--- src/rtl/name_entry_pkg.sv ---
// Shared header for the high-score path (name_entry and the scoreboard).
// Holds letter/score sizing and the derived tag width.
//   ALPHABET_SIZE : bits per letter code
//   SCORE_SIZE    : bits per score
//   LETTER_COUNT  : legal letter codes are 0..LETTER_COUNT-1, 0 = 'A'
package name_entry_pkg;
    localparam int ALPHABET_SIZE = 5;
    localparam int SCORE_SIZE    = 16;
    localparam int LETTER_COUNT  = 26;
    localparam int TAG_LETTERS   = 3;
    localparam int STRING_W      = TAG_LETTERS * ALPHABET_SIZE;

    typedef logic [ALPHABET_SIZE-1:0] letter_t;
    typedef logic [SCORE_SIZE-1:0]    score_t;
    typedef logic [STRING_W-1:0]      tag_t;
endpackage

--- src/rtl/name_entry_if.sv ---
// Scoreboard insert port. name_entry is the only master.
// Handshake: `insert` is a one-cycle write strobe with no back-pressure;
// `new_score`/`new_string` are valid whenever `insert` is high and hold
// their value until the next strobe.
//   insert     : write strobe
//   new_score  : score to insert
//   new_string : tag {letter0, letter1, letter2}, letter0 in the MSBs
interface name_entry_if;
    import name_entry_pkg::*;

    logic   insert;
    score_t new_score;
    tag_t   new_string;

    modport master (output insert, output new_score, output new_string);
    modport slave  (input  insert, input  new_score, input  new_string);
endinterface

--- src/rtl/name_entry_letter_wheel.sv ---
// letter_wheel: one tag letter. Steps up/down with wrap at LETTER_COUNT,
// clears on `clear`. Up wins over down when both are asserted.
//   clk, rst : clock, synchronous active-high reset
//   clear    : load zero (overrides everything else)
//   en       : this wheel is the one under the cursor
//   up, down : step requests, acted on only when en
//   letter   : current registered letter code
module letter_wheel
    import name_entry_pkg::*;
(
    input  logic    clk,
    input  logic    rst,
    input  logic    clear,
    input  logic    en,
    input  logic    up,
    input  logic    down,
    output letter_t letter
);
    letter_t letter_q, letter_d;

    always_comb begin
        letter_d = letter_q;
        if (clear) begin
            letter_d = '0;
        end else if (en && up) begin
            letter_d = (letter_q == letter_t'(LETTER_COUNT - 1)) ? '0 : letter_q + 1'b1;
        end else if (en && down) begin
            letter_d = (letter_q == '0) ? letter_t'(LETTER_COUNT - 1) : letter_q - 1'b1;
        end
    end

    always_ff @(posedge clk) begin
        if (rst) letter_q <= '0;
        else     letter_q <= letter_d;
    end

    assign letter = letter_q;
endmodule

--- src/rtl/name_entry.sv ---
// name_entry: after game over, checks whether the final score beats the
// scoreboard's 5th place; if so lets the player spell a 3-letter tag and
// then writes score+tag to the scoreboard with a single insert strobe.
//   clk, rst                 : clock, synchronous active-high reset
//   start                    : one-cycle game-over pulse (ignored while busy)
//   final_score, fifth_score : sampled on start
//   btn_up/down/confirm/back : one-cycle button pulses, used only in ENTRY
//   ins                      : scoreboard insert port (master)
//   cur_string, cursor       : live tag and edit position for the display
//   busy, qualified, done    : status; done pulses on commit or reject
//   state_dbg                : current FSM state (IDLE=0 ENTRY=1 COMMIT=2 REJECT=3)
module name_entry
    import name_entry_pkg::*;
(
    input  logic         clk,
    input  logic         rst,
    input  logic         start,
    input  score_t       final_score,
    input  score_t       fifth_score,
    input  logic         btn_up,
    input  logic         btn_down,
    input  logic         btn_confirm,
    input  logic         btn_back,
    name_entry_if.master ins,
    output tag_t         cur_string,
    output logic [1:0]   cursor,
    output logic         busy,
    output logic         qualified,
    output logic         done,
    output logic [1:0]   state_dbg
);
    typedef enum logic [1:0] {
        S_IDLE   = 2'd0,
        S_ENTRY  = 2'd1,
        S_COMMIT = 2'd2,
        S_REJECT = 2'd3
    } state_t;

    state_t     state_q, state_d;
    logic [1:0] cursor_q, cursor_d;
    score_t     score_q, score_d;
    score_t     new_score_q, new_score_d;
    tag_t       new_string_q, new_string_d;
    logic       qualified_q, qualified_d;
    logic       busy_q, busy_d;
    logic       done_q, done_d;
    logic       insert_q, insert_d;

    logic       clear_tag;
    logic       in_entry;
    logic       up_act, down_act;
    letter_t    letters [TAG_LETTERS];

    // One button per cycle: confirm > back > up > down.
    assign up_act   = btn_up   & ~btn_confirm & ~btn_back;
    assign down_act = btn_down & ~btn_up & ~btn_confirm & ~btn_back;

    always_comb begin
        state_d     = state_q;
        cursor_d    = cursor_q;
        score_d     = score_q;
        qualified_d = qualified_q;
        clear_tag   = 1'b0;
        in_entry    = 1'b0;
        unique case (state_q)
            S_IDLE: begin
                if (start) begin
                    score_d = final_score;
                    // Strict compare: a tie does not displace 5th place.
                    if (final_score > fifth_score) begin
                        qualified_d = 1'b1;
                        cursor_d    = 2'd0;
                        clear_tag   = 1'b1;
                        state_d     = S_ENTRY;
                    end else begin
                        qualified_d = 1'b0;
                        state_d     = S_REJECT;
                    end
                end
            end
            S_ENTRY: begin
                in_entry = 1'b1;
                if (btn_confirm) begin
                    if (cursor_q == 2'd2) state_d  = S_COMMIT;
                    else                  cursor_d = cursor_q + 2'd1;
                end else if (btn_back) begin
                    if (cursor_q != 2'd0) cursor_d = cursor_q - 2'd1;
                end
            end
            S_COMMIT: state_d = S_IDLE;
            S_REJECT: state_d = S_IDLE;
            default:  state_d = S_IDLE;
        endcase

        // Status flags are decoded from the next state so they are flops.
        busy_d   = (state_d != S_IDLE);
        insert_d = (state_d == S_COMMIT);
        done_d   = (state_d == S_COMMIT) || (state_d == S_REJECT);

        // Insert payload is captured only on the way into COMMIT; letters
        // cannot change on the final confirm, so cur_string is already final.
        new_score_d  = new_score_q;
        new_string_d = new_string_q;
        if (state_q == S_ENTRY && state_d == S_COMMIT) begin
            new_score_d  = score_q;
            new_string_d = cur_string;
        end
    end

    always_ff @(posedge clk) begin
        if (rst) begin
            state_q      <= S_IDLE;
            cursor_q     <= 2'd0;
            score_q      <= '0;
            new_score_q  <= '0;
            new_string_q <= '0;
            qualified_q  <= 1'b0;
            busy_q       <= 1'b0;
            done_q       <= 1'b0;
            insert_q     <= 1'b0;
        end else begin
            state_q      <= state_d;
            cursor_q     <= cursor_d;
            score_q      <= score_d;
            new_score_q  <= new_score_d;
            new_string_q <= new_string_d;
            qualified_q  <= qualified_d;
            busy_q       <= busy_d;
            done_q       <= done_d;
            insert_q     <= insert_d;
        end
    end

    for (genvar i = 0; i < TAG_LETTERS; i++) begin : g_wheel
        letter_wheel u_wheel (
            .clk    (clk),
            .rst    (rst),
            .clear  (clear_tag),
            .en     (in_entry && (cursor_q == 2'(i))),
            .up     (up_act),
            .down   (down_act),
            .letter (letters[i])
        );
    end

    assign cur_string     = {letters[0], letters[1], letters[2]};
    assign cursor         = cursor_q;
    assign busy           = busy_q;
    assign qualified      = qualified_q;
    assign done           = done_q;
    assign state_dbg      = state_q;
    assign ins.insert     = insert_q;
    assign ins.new_score  = new_score_q;
    assign ins.new_string = new_string_q;
endmodule

--- src/flat_wrapper.sv ---
// flat-port wrapper written by rule: the top's interface ports become plain ports
module name_entry_flat import name_entry_pkg::*;
  (clk, rst, start, final_score, fifth_score, btn_up, btn_down, btn_confirm, btn_back, cur_string, cursor, busy, qualified, done, state_dbg, ins_insert, ins_new_score, ins_new_string);
  name_entry_if ins_i ();
  input  logic clk;
  input  logic rst;
  input  logic start;
  input  score_t final_score;
  input  score_t fifth_score;
  input  logic btn_up;
  input  logic btn_down;
  input  logic btn_confirm;
  input  logic btn_back;
  output tag_t cur_string;
  output logic [1:0] cursor;
  output logic busy;
  output logic qualified;
  output logic done;
  output logic [1:0] state_dbg;
  output wire logic [$bits(ins_i.insert)-1:0] ins_insert;
  output wire logic [$bits(ins_i.new_score)-1:0] ins_new_score;
  output wire logic [$bits(ins_i.new_string)-1:0] ins_new_string;
  assign ins_insert = ins_i.insert;
  assign ins_new_score = ins_i.new_score;
  assign ins_new_string = ins_i.new_string;
  name_entry u_core (.clk(clk), .rst(rst), .start(start), .final_score(final_score), .fifth_score(fifth_score), .btn_up(btn_up), .btn_down(btn_down), .btn_confirm(btn_confirm), .btn_back(btn_back), .ins(ins_i), .cur_string(cur_string), .cursor(cursor), .busy(busy), .qualified(qualified), .done(done), .state_dbg(state_dbg));
endmodule
--- config.mk ---
export PLATFORM = sky130hd
export DESIGN_NAME = name_entry_flat
export DESIGN_NICKNAME = d
export VERILOG_FILES = /design/src/rtl/name_entry_pkg.sv /design/src/rtl/name_entry_if.sv /design/src/rtl/name_entry_letter_wheel.sv /design/src/rtl/name_entry.sv /design/src/flat_wrapper.sv
export SDC_FILE = /design/constraint.sdc
export NUM_CORES = 1
export LEC_CHECK = 0
export BUFFER_PORTS_ARGS = -buffer_cell sky130_fd_sc_hd__buf_2
export CAP_MARGIN = 20
export CORE_MARGIN = 10
export CORE_UTILIZATION = 38
export CTS_BUF_LIST = sky130_fd_sc_hd__clkbuf_8
export CTS_CLUSTER_SIZE = 25
export DETAILED_ROUTE_END_ITERATION = 16
export GPL_TIMING_DRIVEN = 0
export PLACE_DENSITY = 0.58
export SETUP_SLACK_MARGIN = 0.3
export SLEW_MARGIN = 10
export SYNTH_ARGS = -nofsm -noshare
export SYNTH_HDL_FRONTEND = slang
export SYNTH_HIERARCHICAL = 1
export SYNTH_SLANG_ARGS = --single-unit
--- constraint.sdc ---
create_clock -name clk -period 6.25 [get_ports clk]
set_input_delay 0.9375 -clock clk [delete_from_list [all_inputs] [get_ports clk]]
set_output_delay 0.9375 -clock clk [all_outputs]
set_load 0.02 [all_outputs]
==> impl_results.md <==
- Reg2reg start: u_core/state_dbg[0]
- Syn Nets: approximately 560
- FP Rows: 36
- Mapped Avg Cell Area: roughly 7.6 sq um
- Post-CTS Setup Bufs: 0
- I/O Buffers: 91
- GRT Residual Overflow: 0
- Detail Placement HPWL: roughly 8200 um
- Vias in the first global route: 3605
- GPL Wtd Cong: 0.872
- Layout cells sized above 1: between 20% and 30%
- Post-synth top flop: dfxtp_1
- CTS Sinks: just under 70
- # resized after CTS: 0
- Crit path capture type: register
- Final setup vio count: 0
- Slew @ Worst Pin: around 1.1 ns
- Total Power: 0.989 mW
- WS Path Type: in -> reg
- Final WL: between 10000 and 15000 um
- Worst-path fanout max: 5
- Die area: around 14000 sq um
- Crit start category: input port
- Final net count: 662
- Clock period minus worst slack: approximately 3.0 ns
- Pin count of the biggest net entering global routing: 15
- CTS tree: done
- Worst setup path startpoint: final_score[15]
- LEAKAGE: approximately 2 nW
- Final worst hold slack: between 0.4 and 0.5 ns
- VDD IR max: 0.117 mV
- Crit path cell chain: buf_2, ha_1, nand4_2, or4_4, nor3_4, nor2_1, and2_1, nor2_1, o21ai_0, a31oi_1
- Outcome: finished clean
- Register area share after synthesis: a little under two fifths
- Max incr delay on CP: roughly 0.59 ns
- Hold path depth: 2
- Crit share post-route: between 40% and 50%
- Final Hold Viols: 0
- Relative slew slack: 26.8%
- Unique masters post-synth: 42
- Synthesized area: 3750 sq um
- Post-synth EDFFs: 0
- Maxcap violations: 0
- Root Buffer: clkbuf_8
- Worst Path Arrival: between 3 and 4 ns
- Starting Density: 38.7%
- Yosys reg bits: between 60 and 70
- Routed Antenna Nets: 0
- Vias: around 3700
- Crit-path most repeated cell: nor2_1
- Worst R2R Path Depth: 6
- Reg clk slew, reported paths: 0.08 ns
- Worst hold start: u_core/score_q[8]
- Fin area: roughly 4600 sq um
- Slowest CP cell: or4_4
- Global-route wire length before repair: between 15000 and 20000 um
- Initial antenna violation count: 0
- DR WL/cell: 14.5 um
- Pwr per Cell Area: 214 nW/um^2
- Post-route setup TNS: 0 ns
- TritonRoute pass-1 iters: 4
- Synth warn: 6
- N_diodes: 0
- Clock latency on the worst-skew pair: roughly 0.35 ns
- Min-delay worst type: reg -> reg
- Fmax: approximately 340 MHz
- Placed inst area: 4390 sq um
- Overall routing resource usage: about 15%
- Area growth syn-to-layout: 23.0%
- I/O pins: a little over 90
- Core Area: 9680 sq um
- Initial DRC Count: between 200 and 300
- Vert. Die Dim: between 100 and 150 um
- Gate Count Post-Synth: slightly below 500
- Post-synthesis async set-or-reset flop share: 0%
- Post-CTS Hold Buffers: 0
- DR DRC count: 0
- Count of final max-slew check failures: 0
- Via/cell ratio: about 5
- RSZ-0062 raised after global routing: no
- H-tree depth: 3
- Skew final: 0.00994 ns
- DIE WIDTH: 119 um
- Worst-case clock buffer depth: 2
- CTS Buf Count: 9
- Post-layout util: around 48%
- Req. time, crit path: 6.52 ns
[final cells by class]
type	count	area, sq um
Multi-Input combinational cell	372	2130
Clock inverter	6	87.6
Inverter	27	101
Tap cell	133	166
Clock buffer	10	138
Timing Repair Buffer	92	467
Fill cell	975	5070
Buffer	24	139
Sequential cell	69	1380
[critical path, delay by kind of cell]
kind | cells | cell delay [ns]
adder cells (fa/ha/maj) | 1 | 0.30
AO/OA/AOI/OAI | 2 | 0.32
AND/OR/NAND/NOR | 6 | 1.57
buffers and inverters | 1 | 0.11
[layout by cell type, fill, tap and decap left out, types with 3 or more instances in the layout]
master,netlist,routed
a21boi_0,6,6
a21oi_1,61,61
a22oi_1,7,7
a31oi_1,11,11
and2_0,3,3
and2_1,8,8
and2_2,3,3
and4b_2,3,3
buf_2,0,91
buf_6,6,7
clkbuf_1,17,17
clkbuf_8,0,10
dfxtp_1,69,69
ha_1,28,28
inv_1,26,27
mux2i_1,4,4
nand2_1,123,123
nand3_1,6,6
nand4_1,5,5
nand4b_1,3,3
nor2_1,29,29
nor2_2,3,3
nor2b_1,3,3
nor3_1,4,4
nor4b_1,4,4
o21a_1,3,3
o21ai_0,33,33
o22ai_1,3,3
o32ai_1,3,3
or4b_4,3,3
[power by group]
part           internal [mW]  switching, mW
Clock                  0.235          0.175
Sequential             0.451        0.00906
Combinational         0.0460         0.0730
[registers in the layout, summed over array words and instances (netlist names)]
| name | count |
|---|---|
| u_core/busy | 1 |
| u_core/score_q | 16 |
| u_core/qualified | 1 |
| u_core/state_dbg | 2 |
| u_core/ins.insert | 1 |
| u_core/ins.new_score | 16 |
| u_core/ins.new_string | 15 |
| u_core/g_wheel.u_wheel/letter | 15 |
| u_core/cursor | 2 |
[worst paths after layout]
check	to	slack, ns
hold / removal	u_core/ins.new_score[8]	0.45
setup / recovery	u_core/g_wheel[2].u_wheel/letter[3]	3.28
hold reg to reg	u_core/ins.new_score[8]	0.45
setup reg to reg	u_core/g_wheel[2].u_wheel/letter[3]	4.07
[cell families (layout without fill, tap and decap cells)]
kind of cell             count (synthesis)  in the layout  synth area share (%)
AND/OR/NAND/NOR                        207            207                  26.2
adder cells (fa/ha/maj)                 28             28                  9.34
AO/OA/AOI/OAI                          132            132                  19.9
flip-flops                              69             69                  36.8
XOR/XNOR                                 1              1                 0.234
multiplexers                             4              4                  1.07
buffers and inverters                   51            159                  6.41
[cells in the mapped netlist, drive strengths merged (4+ instances only)]
cell	n	area share [%]
and2	14	2.4
a21boi	6	1.2
nand2	123	12
clkbuf	17	1.7
ha	28	9.3
a21oi	61	8.1
a22oi	7	1.4
mux2i	4	1.1
nor4b	4	0.93
nor2	32	3.4
nand4	6	1.2
a31oi	11	1.8
dfxtp	69	37
o21ai	33	4.4
buf	7	2.0
inv	27	2.7
nand3	6	0.80
nor3	5	0.97
[stage by stage]
step | std cells | setup WS, ns
after global routing | 733 | 3.10
final | 733 | 3.28
after floorplan | 492 | 3.03
after global placement | 716 | 2.18
after CTS | 733 | 3.28
after detailed placement | 717 | 2.91
[per-layer routing]
metal / up-vias / GRT usage, % / wire (um)
met5: - / 0 / 0
met4: 0 / 6.33 / 153
met3: 12 / 4.16 / 702
met2: 99 / 23.5 / 4920
met1: 1696 / 17.8 / 4850
li1: 1891 / - / -
(Power assumes the default switching activity.)
